`config.mk`:
```
export PLATFORM = sky130hd
export DESIGN_NAME = mpp_prefetch_flat
export DESIGN_NICKNAME = d
export VERILOG_FILES = /design/src/rtl/mpp_prefetch_if.sv /design/src/rtl/mpp_prefetch.sv /design/src/flat_wrapper.sv
export SDC_FILE = /design/constraint.sdc
export NUM_CORES = 1
export LEC_CHECK = 0
export ABC_AREA = 1
export BUFFER_PORTS_ARGS = -buffer_cell sky130_fd_sc_hd__buf_2
export CAP_MARGIN = 20
export CORE_MARGIN = 4
export CORE_UTILIZATION = 40
export CTS_CLUSTER_SIZE = 20
export DETAILED_ROUTE_END_ITERATION = 7
export GPL_ROUTABILITY_DRIVEN = 0
export PLACE_DENSITY = 0.57
export SYNTH_ARGS = -nofsm -noshare
export SYNTH_HDL_FRONTEND = slang
export SYNTH_SLANG_ARGS = --single-unit
```
`constraint.sdc`:
```
create_clock -name clk -period 4.6 [get_ports clk]
set_clock_uncertainty 0.1 [all_clocks]
set_input_delay 0 -clock clk [delete_from_list [all_inputs] [get_ports clk]]
set_output_delay 0 -clock clk [all_outputs]
set_load 0.03 [all_outputs]
```
`src/rtl/mpp_prefetch_if.sv`:
```
// Core-side valid/ready fetch port and program-memory bus of the mpp prefetch unit.
// master = prefetch unit, slave = core plus program memory.
interface mpp_prefetch_if #(
  parameter int DATA_W = 8,
  parameter int ADDR_W = 16
);
  logic              ins_valid;
  logic              ins_ready;
  logic [DATA_W-1:0] ins_data;
  logic [ADDR_W-1:0] ins_addr;
  logic              program_cs_n;
  logic [ADDR_W-1:0] program_addr;
  logic [DATA_W-1:0] instruction;

  modport master (
    output ins_valid, ins_data, ins_addr, program_cs_n, program_addr,
    input  ins_ready, instruction
  );

  modport slave (
    input  ins_valid, ins_data, ins_addr, program_cs_n, program_addr,
    output ins_ready, instruction
  );
endinterface

```
`src/rtl/mpp_prefetch.sv`:
```
// Instruction prefetch unit: wait-stated program-memory fetches into a DEPTH-entry FIFO.
// Optional fetch statistics counter enabled by defining MPP_PREFETCH_STATS_EN.
module mpp_prefetch #(
  parameter int          DATA_W      = 8,
  parameter int          ADDR_W      = 16,
  parameter int          DEPTH       = 4,
  parameter int          WAIT_CYCLES = 1,
  parameter logic [15:0] RESET_PC    = 16'h0000
) (
  input  logic              clk,
  input  logic              rst_n,
  input  logic              flush,
  input  logic [ADDR_W-1:0] flush_addr,
`ifdef MPP_PREFETCH_STATS_EN
  output logic [15:0]       fetch_count,
`endif
  mpp_prefetch_if.master    bus
);

  localparam int              PTR_W     = $clog2(DEPTH);
  localparam int              CNT_W     = PTR_W + 1;
  localparam logic [CNT_W-1:0] FULL_CNT = CNT_W'(DEPTH);
  localparam logic [3:0]      WAIT_LAST = 4'(WAIT_CYCLES);
  localparam logic [ADDR_W-1:0] PC_INIT = ADDR_W'(RESET_PC);

  typedef enum logic {IDLE, ACCESS} state_t;

  state_t            state_reg, state_next;
  logic [3:0]        wait_reg, wait_next;
  logic [ADDR_W-1:0] fetch_pc_reg, fetch_pc_next;
  logic [ADDR_W-1:0] paddr_reg, paddr_next;
  logic              cs_n_reg, cs_n_next;
  logic              push;
  logic              pop;

  logic [DATA_W-1:0] data_mem_reg [DEPTH];
  logic [ADDR_W-1:0] addr_mem_reg [DEPTH];
  logic [PTR_W-1:0]  rd_ptr_reg, wr_ptr_reg;
  logic [CNT_W-1:0]  count_reg;

  // A flush wins over a simultaneous pop: the FIFO is cleared anyway.
  assign pop = (count_reg != '0) && bus.ins_ready && !flush;

  always_comb begin
    state_next    = state_reg;
    wait_next     = wait_reg;
    fetch_pc_next = fetch_pc_reg;
    paddr_next    = paddr_reg;
    cs_n_next     = cs_n_reg;
    push          = 1'b0;
    if (flush) begin
      state_next    = IDLE;
      wait_next     = '0;
      fetch_pc_next = flush_addr;
      cs_n_next     = 1'b1;
    end else begin
      case (state_reg)
        IDLE: begin
          // Only start when there is room, so the capture can never overflow.
          if (count_reg < FULL_CNT) begin
            state_next = ACCESS;
            wait_next  = '0;
            cs_n_next  = 1'b0;
            paddr_next = fetch_pc_reg;
          end
        end
        ACCESS: begin
          if (wait_reg == WAIT_LAST) begin
            push          = 1'b1;
            fetch_pc_next = fetch_pc_reg + ADDR_W'(1);
            cs_n_next     = 1'b1;
            wait_next     = '0;
            state_next    = IDLE;
          end else begin
            wait_next = wait_reg + 4'd1;
          end
        end
        default: state_next = IDLE;
      endcase
    end
  end

  always_ff @(posedge clk or negedge rst_n) begin
    if (!rst_n) begin
      state_reg    <= IDLE;
      wait_reg     <= '0;
      fetch_pc_reg <= PC_INIT;
      paddr_reg    <= PC_INIT;
      cs_n_reg     <= 1'b1;
    end else begin
      state_reg    <= state_next;
      wait_reg     <= wait_next;
      fetch_pc_reg <= fetch_pc_next;
      paddr_reg    <= paddr_next;
      cs_n_reg     <= cs_n_next;
    end
  end

  always_ff @(posedge clk or negedge rst_n) begin
    if (!rst_n) begin
      rd_ptr_reg <= '0;
      wr_ptr_reg <= '0;
      count_reg  <= '0;
    end else if (flush) begin
      rd_ptr_reg <= '0;
      wr_ptr_reg <= '0;
      count_reg  <= '0;
    end else begin
      if (push) wr_ptr_reg <= wr_ptr_reg + PTR_W'(1);
      if (pop)  rd_ptr_reg <= rd_ptr_reg + PTR_W'(1);
      case ({push, pop})
        2'b10:   count_reg <= count_reg + CNT_W'(1);
        2'b01:   count_reg <= count_reg - CNT_W'(1);
        default: count_reg <= count_reg;
      endcase
    end
  end

  // Storage needs no reset; count_reg gates every read.
  always_ff @(posedge clk) begin
    if (push) begin
      data_mem_reg[wr_ptr_reg] <= bus.instruction;
      addr_mem_reg[wr_ptr_reg] <= fetch_pc_reg;
    end
  end

  assign bus.ins_valid    = (count_reg != '0);
  assign bus.ins_data     = (count_reg != '0) ? data_mem_reg[rd_ptr_reg] : '0;
  assign bus.ins_addr     = (count_reg != '0) ? addr_mem_reg[rd_ptr_reg] : '0;
  assign bus.program_cs_n = cs_n_reg;
  assign bus.program_addr = paddr_reg;

`ifdef MPP_PREFETCH_STATS_EN
  logic [15:0] fetch_count_reg;

  always_ff @(posedge clk or negedge rst_n) begin
    if (!rst_n) begin
      fetch_count_reg <= '0;
    end else if (push && (fetch_count_reg != 16'hFFFF)) begin
      fetch_count_reg <= fetch_count_reg + 16'd1;
    end
  end

  assign fetch_count = fetch_count_reg;
`endif

endmodule

```
`src/flat_wrapper.sv`:
```
// flat-port wrapper written by rule: the top's interface ports become plain ports
module mpp_prefetch_flat 
#(
  parameter int          DATA_W      = 8,
  parameter int          ADDR_W      = 16,
  parameter int          DEPTH       = 4,
  parameter int          WAIT_CYCLES = 1,
  parameter logic [15:0] RESET_PC    = 16'h0000
)
  (clk, rst_n, flush, flush_addr, bus_ins_valid, bus_ins_data, bus_ins_addr, bus_program_cs_n, bus_program_addr, bus_ins_ready, bus_instruction);
  mpp_prefetch_if #(.DATA_W(DATA_W), .ADDR_W(ADDR_W)) bus_i ();
  input  logic clk;
  input  logic rst_n;
  input  logic flush;
  input  logic [ADDR_W-1:0] flush_addr;
  output wire logic [$bits(bus_i.ins_valid)-1:0] bus_ins_valid;
  output wire logic [$bits(bus_i.ins_data)-1:0] bus_ins_data;
  output wire logic [$bits(bus_i.ins_addr)-1:0] bus_ins_addr;
  output wire logic [$bits(bus_i.program_cs_n)-1:0] bus_program_cs_n;
  output wire logic [$bits(bus_i.program_addr)-1:0] bus_program_addr;
  input wire logic [$bits(bus_i.ins_ready)-1:0] bus_ins_ready;
  input wire logic [$bits(bus_i.instruction)-1:0] bus_instruction;
  assign bus_ins_valid = bus_i.ins_valid;
  assign bus_ins_data = bus_i.ins_data;
  assign bus_ins_addr = bus_i.ins_addr;
  assign bus_program_cs_n = bus_i.program_cs_n;
  assign bus_program_addr = bus_i.program_addr;
  assign bus_i.ins_ready = bus_ins_ready;
  assign bus_i.instruction = bus_instruction;
  mpp_prefetch #(.DATA_W(DATA_W), .ADDR_W(ADDR_W), .DEPTH(DEPTH), .WAIT_CYCLES(WAIT_CYCLES), .RESET_PC(RESET_PC)) u_core (.clk(clk), .rst_n(rst_n), .flush(flush), .flush_addr(flush_addr), .bus(bus_i));
endmodule
```
# [Yosys cells after proc, flatten, opt, wreduce, memory -nomap -nowiden]
# Memory sizes are Yosys's and may differ from the RTL's.
# Cells that the tools add are included.
[totals] reg_bits=45 latchBits=0 mem_bits_rw=96 rom_bits=0 out_inout_bits=42 elab_cells=64 memories=2
[memory_table] name="u_core.addr_mem_reg" depth=4 word_bits=16 rd=1 rd_ports_with_merged_regs=0 wr=1 line_no="mpp_prefetch.sv:37" rtl="logic [ADDR_W-1:0] addr_mem_reg [DEPTH];"
[memory_table] name="u_core.data_mem_reg" depth=4 word_bits=8 rd=1 rd_ports_with_merged_regs=0 wr=1 line_no="mpp_prefetch.sv:36" rtl="logic [DATA_W-1:0] data_mem_reg [DEPTH];"
[classes] add_sub_neg=6 multipliers=0 div=0 n_lt_le_gt_ge=1 n_eq_ne=5 shift=0 n_mux=28 bitwise=2 n_reduce_logical=12
[op_table] cell="16-bit two-way mux" count=4
[op_table] cell="16-bit by 1-bit adder with 16-bit output, second input constant" count=1
[op_table] cell="4-bit two-way mux" count=3
[op_table] cell="1-bit two-way mux" count=11
[op_table] cell="2-bit two-way mux" count=4
[op_table] cell="8-bit two-way mux" count=1
[op_table] cell="4-bit case mux with 2 select lines" count=1
[op_table] cell="2-bit nonzero test" count=4
[op_table] cell="3-bit case mux with 2 select lines" count=1
[op_table] cell="3-bit nonzero test" count=2
[op_table] cell="2-bit by 1-bit adder with 2-bit output, second input constant" count=2
[op_table] cell="4-bit by 1-bit adder with 4-bit output, second input constant" count=1
[op_table] cell="4-bit by 1-bit == test with 1-bit output, second input constant" count=1
[op_table] cell="1-bit case mux with 2 select lines" count=2
[op_table] cell="2-bit AND reduction" count=2
[op_table] cell="3-bit by 1-bit adder with 3-bit output, second input constant" count=1
[op_table] cell="3-bit < comparator, second input constant" count=1
[op_table] cell="3-bit two-way mux" count=1
[op_table] cell="3-bit by 2-bit inequality test with 1-bit output, second input constant" count=1
[op_table] cell="3-bit inequality test, second input constant" count=1
[op_table] cell="3-bit AND reduction" count=1
[op_table] cell="3-bit by 1-bit subtractor with 3-bit output, second input constant" count=1
[op_table] cell="2-bit by 1-bit == test with 1-bit output, second input constant" count=1
[op_table] cell="2-bit == test, second input constant" count=1
[op_table] cell="other kinds (3)" count=5

# [Logic depth before layout (Yosys ltp)]
[logic_depth] word_depth=7 ltp_mapped=13 depth_no_buf=13

# [Worst setup path before layout]
# OpenSTA, ideal clock, no wires.
[synth_timing] kind="register to register" startpoint="register u_core.wait_reg[1]" endpoint="memory u_core.addr_mem_reg[0][0], enable pin" arrival_ps=1954 path_slack_ps=2141 stages_incl_launch_ff=7 path_buffers=0 period_less_slack_ps=2459 cell_sequence="dfrtp_1 -> inv_1 -> ha_1 -> nand2_1 -> nor2_4 -> nand2_2 -> nor2_1"
[synth_via] elab_chain_cells=6
[synth_lines] element="from (decl)" line_no="mpp_prefetch.sv:29" rtl="logic [3:0] wait_reg, wait_next;"
[synth_lines] element="from (signal assigned)" line_no="mpp_prefetch.sv:92" rtl="wait_reg <= wait_next;"
[synth_lines] element="4-bit by 1-bit == test with 1-bit output" line_no="mpp_prefetch.sv:68" rtl="if (wait_reg == WAIT_LAST) begin"
[synth_lines] element="1-bit two-way mux" line_no="mpp_prefetch.sv:68"
[synth_lines] element="1-bit two-way mux" line_no="mpp_prefetch.sv:57" rtl="case (state_reg)"
[synth_lines] element="1-bit two-way mux" line_no="mpp_prefetch.sv:51" rtl="if (flush) begin"
[synth_lines] element="1-bit two-way mux" line_no="mpp_prefetch.sv:121" rtl="if (push) begin"
[synth_lines] element="1-bit two-way mux (not written as such)" line_no="mpp_prefetch.sv:123" rtl="addr_mem_reg[wr_ptr_reg] <= fetch_pc_reg;"
[synth_lines] element="to (decl)" line_no="mpp_prefetch.sv:37"
# Every way passes these cells.

# [Worst setup path after layout]
[layout_timing] startpoint="register u_core.rd_ptr_reg[1]" endpoint="output port bus_ins_addr[3]"
[layout_via] elab_chain_cells=2
[layout_lines] element="from (decl)" line_no="mpp_prefetch.sv:38" rtl="logic [PTR_W-1:0] rd_ptr_reg, wr_ptr_reg;"
[layout_lines] element="from (signal assigned)" line_no="mpp_prefetch.sv:110" rtl="if (pop) rd_ptr_reg <= rd_ptr_reg + PTR_W'(1);"
[layout_lines] element="memory read 4 x 16 bit"
[layout_lines] element="16-bit two-way mux" line_no="mpp_prefetch.sv:129" rtl="assign bus.ins_addr = (count_reg != '0) ? addr_mem_reg[rd_ptr_reg] : '0;"
[layout_lines] element="to (decl)" line_no="flat_wrapper.sv:18" rtl="output wire logic [$bits(bus_i.ins_addr)-1:0] bus_ins_addr;"
# Every way passes these cells.

==> results.cfg <==
[run_status]
result_of_the_run = completed

[sta]
worst_max_slew_pin_slew_ps = 956.3
max_clock_freq_mhz = 365.1
min_period_over_period = 0.5955
final-hold-violation-count = 0
layout_setup_ws_ps = 1861
grt_setup_unrepaired = false
maxSlewHeadroom = 0.3625
setup_viol_count_final = 0
setup_tns_ps = 0
finalWorstPathRequiredPeriod_ps = 2739
final-max-slew-violation-count = 0

[critical_path]
peak_per_stage_delay_on_the_critical_path_ps = 970
crit_path_end_kind = primary output
crit_family = flip-flops
crit_path_start_kind = register
worst-endpoint-arrival_ps = 2640
cp_slowest_cell = dfrtp_1
worst-endpoint-required_ps = 4500
crit_chain = inv_2 > nor2_1 > o21ai_0 > a21oi_1 > buf_2
path_class = reg -> out
cp_max_fo = 26
cp.buffers_inverters = 2

[layout]
nNetsFinal = 725
num_antenna_cells = 0
largest_register_ff_count = 64
layout.core_utilization = 0.5128
drive_above_1_share = 0.1880
syn_to_final_growth_pct = 24.18
final_cell_area_um2 = 7537

[clock_tree]
clockRootBuffer = clkbuf_16
cts_buffer_depth = 2
cts_num_sinks = 141
cts_hold_repair.buffers = 37
cts_made_buffers = 17
cts_htree_levels = 4
ctsResizeCount = 0
post-cts-setup-buffer-count = 0
path_clk_slew_ps = 60
tritoncts_clock_tree = built
clock_latency_ps = 420

[synth]
synthDominantCellAreaShare = 0.4750
yosysWarningCount = 0
post_synth_edffs = 96
synthesis.area_per_instance_um2 = 10.45
post_synth_and_or_nand_nor_area_fraction = 0.1697
muxShareOfSynthArea = 0.01113
mappedNetlistArea_um2 = 6070
yosys_register_bits = 141
netlist_instances = 581
main_combinational_cell_family_by_area_after_synthesis = simple AND/OR/NAND/NOR gates
synthesis.nets = 617
synthArstFlopShare = 0.3191
yosys.area.top_type = edfxtp_1
yosys_most_used_dff = edfxtp_1
synth_xor_xnor_area_share = 0.008658
compound_cell_area_share_of_the_yosys_netlist = 0.09029
ys_seq_area_frac = 0.6607
synthAdderAreaFrac = 0.01773
yosys.cell_types.count = 33
largest_cells_by_area_after_synthesis = edfxtp_1 47%, dfrtp_1 18%, nor2_1 7.9%, o21ai_0 5.5%, nand2_1 5.3%

[power]
leakage_uw = 0.003109
worst_vdd_drop_mv = 0.3679
power.density_cell_area_nw_per_um2 = 583.2

[global_route]
grt_first_pass_wirelength_um = 22420
met3_usage = 0.04855
top_usage_layer = met2
grt_remaining_overflow = 0
globalRouteMet1Util = 0.2135
globalRouteMet2Util = 0.2656
number_of_antenna_violations_at_the_first_check_in_global_routing = 0
grt_use_total = 0.1636
number_of_global_route_vias_before_repair = 4380
grt_start_max_net_pins = 51

[detailed_routing]
route.vias.total = 4379
drc = 0
routedWlPerCell_um = 15.41
drtIter0Drc = 269
drt_pass1_iterations = 5
postRouteAntennaNets = 0
drt-total-wl_um = 13650
drt-vias-per-instance = 4.942

[placement]
placed_area_um2 = 6580
hpwl_um = 8315
portBuffers = 69
detailedPlace.worstSlack_ps = 2210

[die]
pin_count = 70
placeableCoreArea_um2 = 14700
initial_utilization = 0.4129
placementRows = 44
dieArea_um2 = 17210
die_height_um = 131.2
die_x_um = 131.2

[worst_hold_path]
hold_path_class = in -> reg

[job]
drv_cap = 0
==> worst register-to-register path, cell delays in order (launching register included) <==
cell and delay, ps:
dfrtp_1 390, inv_1 90, ha_1 140, nand2_1 100, nand2_1 110, nand2_2 220, nand2_2 210, inv_1 70
fa_1 380, xor2_1 180, nand3b_1 160, nand2_1 90, nand2_1 70, nand2_1 60
==> stage by stage <==
step,hold slack (ps),std cells,total power (uW)
6_report,18.87,886,4395
5_1_grt,50.80,886,4652
4_1_cts,9.445,884,4444
3_5_place_dp,125.2,815,3120
3_3_place_gp,118.5,815,3093
2_1_floorplan,-395.6,581,2703
==> cell usage in the layout (no fill, tap or decap), types with 6 or more instances in the layout <==
cell,count
nor2_1,123
edfxtp_1,96
nand2_1,85
buf_2,69
o21ai_0,67
dfrtp_1,44
dlygate4sd3_1,38
a21oi_1,31
inv_1,28
nand3_1,24
clkbuf_16,17
inv_2,8
ha_1,7
nand2_2,6
mux2_2,6
==> power breakdown <==
part	total [uW]	switching, uW	internal [uW]	leakage [uW]
Sequential	1800	199	1600	0.00142
Combinational	1310	930	380	0.00142
Clock	1280	496	785	0.000268
Total	4400	1630	2770	0.00311
==> kinds of logic (layout without fill, tap and decap cells) <==
logic type               count (synthesis)  after routing
AND/OR/NAND/NOR                        252            252
flip-flops                             141            141
AO/OA/AOI/OAI                          107            107
buffers and inverters                   61            182
adder cells (fa/ha/maj)                  8              8
XOR/XNOR                                 6              6
multiplexers                             6              6
==> final timing paths <==
path                                            start                     endpoint  slack, ps  depth (start not counted)
hold reg to reg            u_core.bus.program_addr[8]   u_core.bus.program_addr[8]        380                          2
setup / recovery                 u_core.rd_ptr_reg[1]              bus_ins_addr[3]       1860                          5
hold / removal                                  flush      u_core.fetch_pc_reg[13]         20                          5
max in group asynchronous                       rst_n      u_core.bus.program_cs_n       3510                          4
setup reg to reg                   u_core.wait_reg[1]          u_core.count_reg[2]       2170                         13
min in group asynchronous                       rst_n  u_core.bus.program_addr[13]        370                          3
==> cell usage after synthesis, drive strengths merged, types with 6 or more instances <==
master  instances
nand3          24
inv            37
a21oi          32
edfxtp         96
buf            14
mux2            6
dfrtp          44
nand2          91
o21ai          70
nor2          128
ha              7
clkbuf         10
==> layout make-up <==
| cell class | instances | area [um^2] |
|---|---|---|
| fillers | 1330 | 7162 |
| flip-flops and latches | 141 | 4010 |
| multi-input cells | 379 | 1815 |
| repair buffers | 113 | 783.3 |
| clock buffers | 18 | 429.2 |
| well taps | 184 | 230.2 |
| inverters | 37 | 141.4 |
| clock inverters | 14 | 127.6 |
==> per-layer routing <==
layer / wire length, um / vias up / share of wire
li1: - / 2182 / -
met1: 6247 / 2075 / 0.46
met2: 6609 / 105 / 0.48
met3: 634 / 17 / 0.046
met4: 162 / 0 / 0.012
met5: 0 / - / 0
No activity file was read; power rests on OpenSTA's default activity.
